<file path="config.mk">
export PLATFORM = sky130hd
export DESIGN_NAME = mem_arbiter
export DESIGN_NICKNAME = d
export VERILOG_FILES = /design/src/rtl/mem_arbiter.sv
export SDC_FILE = /design/constraint.sdc
export NUM_CORES = 1
export LEC_CHECK = 0
export CAP_MARGIN = 20
export CORE_AREA = 2 2 115 117
export DETAILED_ROUTE_END_ITERATION = 7
export DIE_AREA = 0 0 117 119
export PLACE_DENSITY_LB_ADDON = 0.05
export REMOVE_ABC_BUFFERS = 1
export SLEW_MARGIN = 20
export SYNTH_ARGS = -nofsm -noshare
export SYNTH_HDL_FRONTEND = slang
export SYNTH_SLANG_ARGS = --single-unit
</file>
<file path="constraint.sdc">
create_clock -name clk -period 2.2 [get_ports clk]
set_clock_uncertainty 0.1 [all_clocks]
set_input_delay 0.66 -clock clk [delete_from_list [all_inputs] [get_ports clk]]
set_output_delay 0.66 -clock clk [all_outputs]
set_load 0.02 [all_outputs]
</file>
<file path="src/rtl/mem_arbiter.sv">
// mem_arbiter: serialises core and loader accesses onto the single shared data RAM.
// Latency: req seen in IDLE at edge N -> RAM access (GNT) in cycle N+1, *_ready pulse in cycle N+2; one access per 3 cycles.
// Backpressure: a requester holds req and its fields stable until its *_ready; the loser of a tie keeps waiting, nothing is dropped.
//
// Ports:
//   clk, rst                      clock, synchronous active-high reset
//   core_req/we/addr/wdata        core request (held until core_ready)
//   core_ready, core_rdata        one-cycle completion pulse, registered read data (held)
//   ldr_req/we/addr/wdata         loader request, same rules as core
//   ldr_ready, ldr_rdata          loader completion pulse and read data
//   ram_we/addr/wdata, ram_rdata  RAM port (driven only in GNT), combinational read data
//   busy                          high while an access is in flight (GNT or ACK)
//
// Build option: define MEM_ARB_RR_EN for round-robin tie breaking; otherwise the core always wins ties.
module mem_arbiter #(
  parameter int DATA_W = 32,
  parameter int ADDR_W = 32
) (
  input  logic              clk,
  input  logic              rst,
  input  logic              core_req,
  input  logic              core_we,
  input  logic [ADDR_W-1:0] core_addr,
  input  logic [DATA_W-1:0] core_wdata,
  output logic              core_ready,
  output logic [DATA_W-1:0] core_rdata,
  input  logic              ldr_req,
  input  logic              ldr_we,
  input  logic [ADDR_W-1:0] ldr_addr,
  input  logic [DATA_W-1:0] ldr_wdata,
  output logic              ldr_ready,
  output logic [DATA_W-1:0] ldr_rdata,
  output logic              ram_we,
  output logic [ADDR_W-1:0] ram_addr,
  output logic [DATA_W-1:0] ram_wdata,
  input  logic [DATA_W-1:0] ram_rdata,
  output logic              busy
);

  typedef enum logic [1:0] {
    IDLE = 2'd0,
    GNT  = 2'd1,
    ACK  = 2'd2
  } state_t;

  state_t            state_q, state_d;
  logic              sel_q, sel_d;        // 0 = core owns the access, 1 = loader
  logic              core_ready_q, core_ready_d;
  logic              ldr_ready_q, ldr_ready_d;
  logic [DATA_W-1:0] core_rdata_q, core_rdata_d;
  logic [DATA_W-1:0] ldr_rdata_q, ldr_rdata_d;
  logic              tie_pick;
  logic              winner;
  logic              sel_we;

`ifdef MEM_ARB_RR_EN
  logic              last_q, last_d;      // most recent winner; the other side wins the next tie
  assign tie_pick = ~last_q;
`else
  assign tie_pick = 1'b0;
`endif

  // Lone requester wins outright; a tie is settled by tie_pick.
  assign winner = (core_req && ldr_req) ? tie_pick : ldr_req;
  assign sel_we = sel_q ? ldr_we : core_we;

  always_comb begin
    state_d      = state_q;
    sel_d        = sel_q;
    core_ready_d = 1'b0;
    ldr_ready_d  = 1'b0;
    core_rdata_d = core_rdata_q;
    ldr_rdata_d  = ldr_rdata_q;
    ram_we       = 1'b0;
    ram_addr     = '0;
    ram_wdata    = '0;
`ifdef MEM_ARB_RR_EN
    last_d       = last_q;
`endif
    case (state_q)
      IDLE: begin
        if (core_req || ldr_req) begin
          sel_d   = winner;
          state_d = GNT;
`ifdef MEM_ARB_RR_EN
          last_d  = winner;
`endif
        end
      end
      GNT: begin
        ram_addr  = sel_q ? ldr_addr  : core_addr;
        ram_wdata = sel_q ? ldr_wdata : core_wdata;
        // Reset mid-access must not corrupt RAM, so the write strobe is gated by rst directly.
        ram_we    = sel_we & ~rst;
        if (!sel_we) begin
          if (sel_q) ldr_rdata_d  = ram_rdata;
          else       core_rdata_d = ram_rdata;
        end
        if (sel_q) ldr_ready_d  = 1'b1;
        else       core_ready_d = 1'b1;
        state_d = ACK;
      end
      ACK: begin
        // Requests are not sampled here, so a req still held from this access is ignored.
        state_d = IDLE;
      end
      default: state_d = IDLE;
    endcase
  end

  always_ff @(posedge clk) begin
    if (rst) begin
      state_q      <= IDLE;
      sel_q        <= 1'b0;
      core_ready_q <= 1'b0;
      ldr_ready_q  <= 1'b0;
      core_rdata_q <= '0;
      ldr_rdata_q  <= '0;
`ifdef MEM_ARB_RR_EN
      last_q       <= 1'b1;
`endif
    end else begin
      state_q      <= state_d;
      sel_q        <= sel_d;
      core_ready_q <= core_ready_d;
      ldr_ready_q  <= ldr_ready_d;
      core_rdata_q <= core_rdata_d;
      ldr_rdata_q  <= ldr_rdata_d;
`ifdef MEM_ARB_RR_EN
      last_q       <= last_d;
`endif
    end
  end

  assign core_ready = core_ready_q;
  assign ldr_ready  = ldr_ready_q;
  assign core_rdata = core_rdata_q;
  assign ldr_rdata  = ldr_rdata_q;
  assign busy       = (state_q != IDLE);

endmodule
</file>
==> results of run 1 <==
-- kinds of logic after synthesis --
family	share of synthesized area (%)
and+or+nand+nor	24.5
muxes	34.1
AOI/OAI and AO/OA	0.231
buffers and inverters	4.76
DFF	36.5
-- state kept, by name (all words and copies together) (netlist names) --
register	cells
core_rdata	32
core_ready	1
ldr_rdata	32
ldr_ready	1
sel_q	1
state_q	2
-- report_power, final --
part,switching [µW],internal (µW),total [µW]
clock,552,883,1430
combinational,543,703,1250
sequential,22.1,1290,1310
-- what timing repair did --
item                                   in CTS  in global routing
buffers inserted                           12                  6
gates resized for setup                   379                 46
setup endpoints to repair                  66                 59
endpoints found under the hold margin       0                  0
pin swaps                                  25                 25
gates cloned                                2                  2
-- metrics by stage --
step / util, % / hold slack [ns]
4_1_cts: 58.1 / 0.375
3_5_place_dp: 55.1 / 0.361
2_1_floorplan: - / 0.445
5_1_grt: 60.2 / 0.400
3_3_place_gp: 55.1 / 0.359
6_report: 60.2 / 0.374
-- worst min-delay path by stage --
stage | endpoint | cells after the start | slack (ns) | start
after floorplan | core_rdata[0] | 2 | 0.45 | core_rdata[0]
after global placement | ldr_rdata[11] | 2 | 0.36 | ldr_rdata[11]
after detailed placement | ldr_rdata[15] | 2 | 0.36 | ldr_rdata[15]
after CTS | ldr_rdata[8] | 2 | 0.37 | ldr_rdata[8]
after global routing | core_rdata[5] | 2 | 0.40 | core_rdata[5]
final | ldr_rdata[19] | 2 | 0.37 | ldr_rdata[19]
-- worst min-delay path, stage by stage (launching register included) --
cell	delay [ns]
dfxtp_1	0.31
nand2b_1	0.06
mux2i_1	0.06
-- cell usage after synthesis --
cell type,number
a221oi_1,1
nand2b_1,97
mux2i_1,129
dfxtp_1,69
buf_2,12
or3b_1,1
inv_2,1
nor4bb_1,1
buf_1,3
nor3_1,4
inv_1,1
nor4b_1,1
nand4bb_1,1
nor2_1,67
clkbuf_1,16
or4b_1,1
buf_4,1
buf_6,3
-- final cells by class --
class	count	area, µm²
Tap cell	176	220
Fill cell	1182	5130
Clock inverter	7	73.8
Multi-Input combinational cell	303	2400
Inverter	2	7.51
Sequential cell	69	1390
Clock buffer	9	225
Timing Repair Buffer	344	3430
-- metal layers --
metal,up-vias,global-route usage [%]
li1,1991,-
met1,1908,24.8
met2,174,39.3
met3,20,5.80
met4,2,6.32
met5,-,0
==> flow_summary.ini, run 1 <==
[run_status]
status = finished, violations left
failed_checks = negative setup slack

[drt]
met3_length_um = 1120
totalWireLength_um = 15700
post_drt_via_cell_ratio = 4.50
post_drt_wl_per_cell_um = 17.3
wl_met2_um = 8120
drtIter0Drc = 156
wl_met1_um = 6120
drc_errors = 0
num_vias = 4095
final_antenna_net_count = 0
top_layer = met5
firstDrtPassIters = 4

[critical_path]
reg2reg_from = sel_q
startpoint = sel_q
r2r_end = core_rdata[24]
crit_top_cell = buf_12
crit_slowest_cell = dfxtp_4
worstPathArrival_ns = 1.51
critPathRequiredTime_ns = 1.44
r2r_slack_ns = 0.26
path_buf_inv = 4
critical_path_class = reg2out
crit_chain = buf_12 > buf_12 > buf_12 > mux2i_4 > nor2_4 > buf_6
endpoint_kind = output port
cp_max_fo = 6
worst-path-stages = 6
critPathTopFamily = buffers and inverters
slowest_delay_ns = 0.37
cp-start-kind = flip-flop
cp-endpoint = ram_addr[18]
rr_worst_depth = 6

[power_and_ir_drop]
power_uw = 3990
vdd_drop_max_mv = 0.373
power.density_mw_per_mm2 = 515
power.leakage_uw = 0.00345

[timing]
worst_slew_pin_slew_ns = 0.724
fin_ws_ns = -0.0699
drv_slew = 0
rsz0062_at_grt = yes
finalSetupTns_ns = -0.508
setup_viol = 22
min_period_ns = 2.27
post-route-period-util_pct = 103
hold_viol = 0
fmax_ghz = 0.441
slew_headroom_pct = 51.7

[global_route]
grt_pass1_wl_um = 22900
grt-ovfl-total = 0
grt_max_degree = 102
grt_antenna_before_repair = 1
grt_pass1_vias = 4168
grt_use_total_pct = 21.8

[yosys]
synthCells = 409
syn_area_per_cell_um2 = 9.26
netlist-cell-type-count = 18
synth_top_cell_by_area = dfxtp_1
yosys_register_bits = 69
synth_seq_area_share_pct = 36.5
synth_warnings = 0
synth_area_leaders = dfxtp_1, mux2i_1, nand2b_1, nor2_1, buf_2
synth.cell_area_mm2 = 0.00379
yosysTopAreaCellShare_pct = 36.5

[floorplanning]
dieHeight_um = 119
die_w_um = 117
core_area_mm2 = 0.0129
initial_utilization_pct = 29.4
die-area_mm2 = 0.0139
ios = 298
rows = 42

[place]
place_area_mm2 = 0.00709
place_inst = 873
gp_congestion = 0.850
post-place-ws_ns = -0.593
io_buffers = 297
hpwl_um = 12100

[clocking]
hold_buffers = 0
insertion_delay_ns = 0.32
htree_levels = 3
numCtsBuffers = 9
cts_tree = built
clockBufferDepth = 2
clock-sinks = 69
clkTransAtPathRegs_ns = 0.06
clockRootBuffer = clkbuf_16

[cells_and_area]
drive_gt1_share_pct = 20.4
final_common_cell = clkdlybuf4s50_1
nNetsFinal = 895
diodes = 0
fin_area_mm2 = 0.00774
final_cell_mix = clkdlybuf4s50_1, mux2i_1, nand2b_1
finalNonFillerCells = 910
syn_to_final_growth_pct = 104

[job]
cap_violations = 0

[worst_hold_path]
hold_path_class = reg2reg
No activity file was read; power rests on OpenSTA's default activity.
==> run 2: changes to the inputs <==
--- a/config.mk
+++ b/config.mk
@@ -12,4 +12,5 @@
 export PLACE_DENSITY_LB_ADDON = 0.05
 export REMOVE_ABC_BUFFERS = 1
+export SKIP_CTS_REPAIR_TIMING = 1
 export SLEW_MARGIN = 20
 export SYNTH_ARGS = -nofsm -noshare
==> constraint.sdc (replaced) <==
create_clock -name clk -period 2.2 [get_ports clk]
set_clock_uncertainty 0.1 [all_clocks]
set_input_delay 0.66 -clock clk [delete_from_list [all_inputs] [get_ports clk]]
set_output_delay 0.66 -clock clk [all_outputs]
set_load 0.05 [all_outputs]
==> flow_summary.ini, run 2 (synthesis results as in run 1) <==
[run_status]
status = finished, violations left
failed_checks = negative setup slack

[timing]
hold_viol = 0
slew_headroom_pct = 52.3
min_period_ns = 2.33
rsz0062_at_grt = yes
hold_slack_ns = 0.372
fin_ws_ns = -0.129
setup_viol = 57
fmax_ghz = 0.429
post-route-period-util_pct = 106
worst_slew_pin_slew_ns = 0.716
drv_slew = 0

[power_and_ir_drop]
power_uw = 4860
power_frac_seq_pct = 26.9
internal_power_uw = 3460
switching_share_pct = 29.0
power.leakage_uw = 0.00446
power.switching_uw = 1410
power.density_mw_per_mm2 = 553
p_comb_share_pct = 35.8
clock_power_share_pct = 37.3
vdd_drop_max_mv = 0.406

[floorplanning]
die_w_um = 117
initial_utilization_pct = 29.4
ios = 298
dieHeight_um = 119
rows = 42
core_area_mm2 = 0.0129
die-area_mm2 = 0.0139

[clocking]
htree_levels = 3
clkTransAtPathRegs_ns = 0.05
clock-sinks = 69
clockBufferDepth = 2
clockRootBuffer = clkbuf_16
cts_tree = built
insertion_delay_ns = 0.32
numCtsBuffers = 9

[global_route]
grt_pass1_wl_um = 22000
grt_pass1_vias = 3898
grt_max_degree = 102
grt_use_total_pct = 21.0
grt_antenna_before_repair = 1
grt-ovfl-total = 0

[cells_and_area]
syn_to_final_growth_pct = 132
final_common_cell = mux2i_1
utilization_pct = 68.4
area.sequential_mm2 = 0.00139
finalNonFillerCells = 899
nNetsFinal = 884
fill_cells = 997
diodes = 0
final_cell_mix = mux2i_1, dlymetal6s2s_1, nand2b_1
drive_gt1_share_pct = 32.6
multiInputGateArea_mm2 = 0.00249

[drt]
totalWireLength_um = 16600
post_drt_wl_per_cell_um = 18.4
firstDrtPassIters = 4
drc_errors = 0
drtIter0Drc = 138
num_vias = 4064
final_antenna_net_count = 0
post_drt_via_cell_ratio = 4.52

[critical_path]
cp_max_fo = 1
critPathRequiredTime_ns = 1.44
cp-start-kind = input pin
startpoint = core_wdata[3]
endpoint_kind = output port
worstPathArrival_ns = 1.57
critical_path_class = in2out
reg2reg_from = sel_q

[place]
io_buffers = 297
post-place-ws_ns = -0.349
hpwl_um = 12500
gp_congestion = 0.915
place_inst = 872

[worst_hold_path]
hold_path_class = reg2reg
holdCritStartpoint = core_rdata[28]

[job]
cap_violations = 0
[run 2: cell types whose count changed in the layout (fill, tap and decap cells not counted), moves of 24 or more]
cell and delta:
clkdlybuf4s50_1 -81, dlygate4sd2_1 -66, nor2_2 +24, buf_12 +32, dlymetal6s2s_1 +81, nor2_1 -28, clkbuf_16 +28
[run 2: cell type report]
type,count,area share (%)
well taps,176,2.50
inverters,2,0.0853
clock inverters,5,1.46
repair buffers,333,49.0
clock buffers,11,2.87
flip-flops and latches,69,15.8
multi-input cells,303,28.2
[run 2: stage by stage]
step | TNS (ns) | area [µm²]
2_1_floorplan | -291.96 | 3620
3_3_place_gp | -10.09 | 7580
3_5_place_dp | -11.30 | 7580
4_1_cts | -11.01 | 7960
5_1_grt | -6.11 | 8800
6_report | -3.33 | 8800
[run 2: power by group through the flow]
stage | Sequential (µW) | Clock (µW) | Combinational (µW)
after floorplan | 1480 | 0 | 581
after global placement | 1340 | 0 | 1580
after detailed placement | 1350 | 0 | 1590
after CTS | 1320 | 1860 | 1590
after global routing | 1310 | 1910 | 1810
final | 1310 | 1810 | 1740
[run 2: critical path, cell delays in order]
cell and delay (ns):
clkdlybuf4s50_1 0.48, mux2i_1 0.07, nor2_1 0.18, buf_12 0.17
[run 2: path summary, 6_finish.rpt]
check	to	slack, ns	cells past startpoint
max	ram_wdata[3]	-0.13	4
min	core_rdata[28]	0.37	2
max reg2reg	core_rdata[30]	0.53	4
min reg2reg	core_rdata[28]	0.37	2
[run 2: per-layer routing]
metal / vias to the layer above / global-route usage [%] / share of wire (%)
met5: - / 0 / 0.078
li1: 1978 / - / -
met4: 2 / 7.72 / 2.3
met1: 1901 / 22.9 / 38
met3: 24 / 7.48 / 7.1
met2: 159 / 37.0 / 52
==> variant: new RTL, config.mk and constraints of run 1 <==
Make the reset (`rst`) asynchronous in one clocked block. Comments in the files are not updated.
--- a/src/rtl/mem_arbiter.sv
+++ b/src/rtl/mem_arbiter.sv
@@ -109,5 +109,5 @@
   end
 
-  always_ff @(posedge clk) begin
+  always_ff @(posedge clk or posedge rst) begin
     if (rst) begin
       state_q      <= IDLE;
Check against the original RTL: differs if rst is asserted again (counterexample within 4 cycles, from zero or initial values and one cycle with rst high); with rst held inactive, the same outputs for 10 cycles.
==> variant against run 1 <==
Sequential cell count stayed put. Synthesized area is 5.3% lower. The run still ends with setup timing left. Final cell count is 13% lower. Setup slack worse by 0.072 ns. First-iteration DRC count is 15% lower. Die area stayed put. Final area is 7.8% lower. Routed wire length is 16% lower.
Power is not compared: it rests on default switching activity, and its combinational part moved more than twofold at a synthesized area within 25%.
==> variant: results (changes against run 1) <==
Setup Fix Bufs, Post-CTS=1 (-11); Signal buffers=323 (-6.1%); Multi-input comb cells=204 (-33%); Reg area=1730 um^2 (+25%); Slowest cell on crit path=dfrtp_4; hold path startpoint=ldr_rdata[29]; largest net degree at the start of global routing=53 (-48%); global-route wire length before repair=19500 um (-15%); M2 GR Usage=33.7% (-5.6 points); met1 Track Usage GR=19.8% (-5.0 points); Multi-input gate area=1750 um^2 (-27%); Final WS setup=-0.142 ns (-0.0717 ns); status=finished with violations; WL met2=7130 um (-12%); vias in the first global route=3554 (-15%); WP data arrival=1.58 ns (+0.07 ns); Hold WS=0.391 ns (+0.0166 ns); # setup viols final=63 (+190%); Resized cells post-CTS=293 (-23%); clock buffer count=10 (+1); layout cells sized above 1=28.8% (+8.3 points); R2R setup slack=0.13 ns (-0.13 ns); failing checks=setup timing; final core occ=55.5% (-4.7 points); Final Routed Wirelength=13300 um (-16%); wl on met1=4730 um (-23%); DR vias=3503 (-14%); async set or reset register ratio after synthesis=100% (+100 points); Final GP Congestion=0.806 (-5.1%); Commonest cells post-synth=dfrtp_1 (69), nor2_1 (69), mux2i_1 (65), mux2_2 (61), buf_2 (8); Slew headroom=77.6% (+26 points); Clock buffers and inverters, area share=3.94% (+0.081 points); Synth area leaders=dfrtp_1 (48%), mux2_2 (19%), mux2i_1 (18%)
## variant: path summary, 6_finish.rpt
path	to	cells after the start
setup / recovery	ram_addr[27]	5
max in group asynchronous	core_rdata[0]	4
min in group asynchronous	core_rdata[6]	3
hold reg to reg	ldr_rdata[29]	1
hold / removal	ldr_rdata[29]	1
setup reg to reg	core_rdata[0]	5
## variant: report_power, final
part	internal [W]	leakage, nW	switching, W
Combinational	0.00322	2.20	0.00297
Clock	0.000863	0.138	0.000492
Sequential	0.00192	0.830	0.000348
Total	0.00600	3.17	0.00381
## variant: through the flow
stage / setup TNS, ns / std cells / setup WS [ns]
CTS: -4.56 / 786 / -0.182
finish: -3.67 / 791 / -0.142
global placement: -43.03 / 769 / -0.599
floorplan: -285.52 / 277 / -3.96
global route: -8.11 / 791 / -0.199
detailed placement: -43.25 / 769 / -0.580
## variant: cells by family after synthesis
| group | synth area share, % |
|---|---|
| buf+inv | 4.71 |
| mux | 38.2 |
| simple gates | 8.72 |
| compound gates | 0.209 |
| flops | 48.1 |
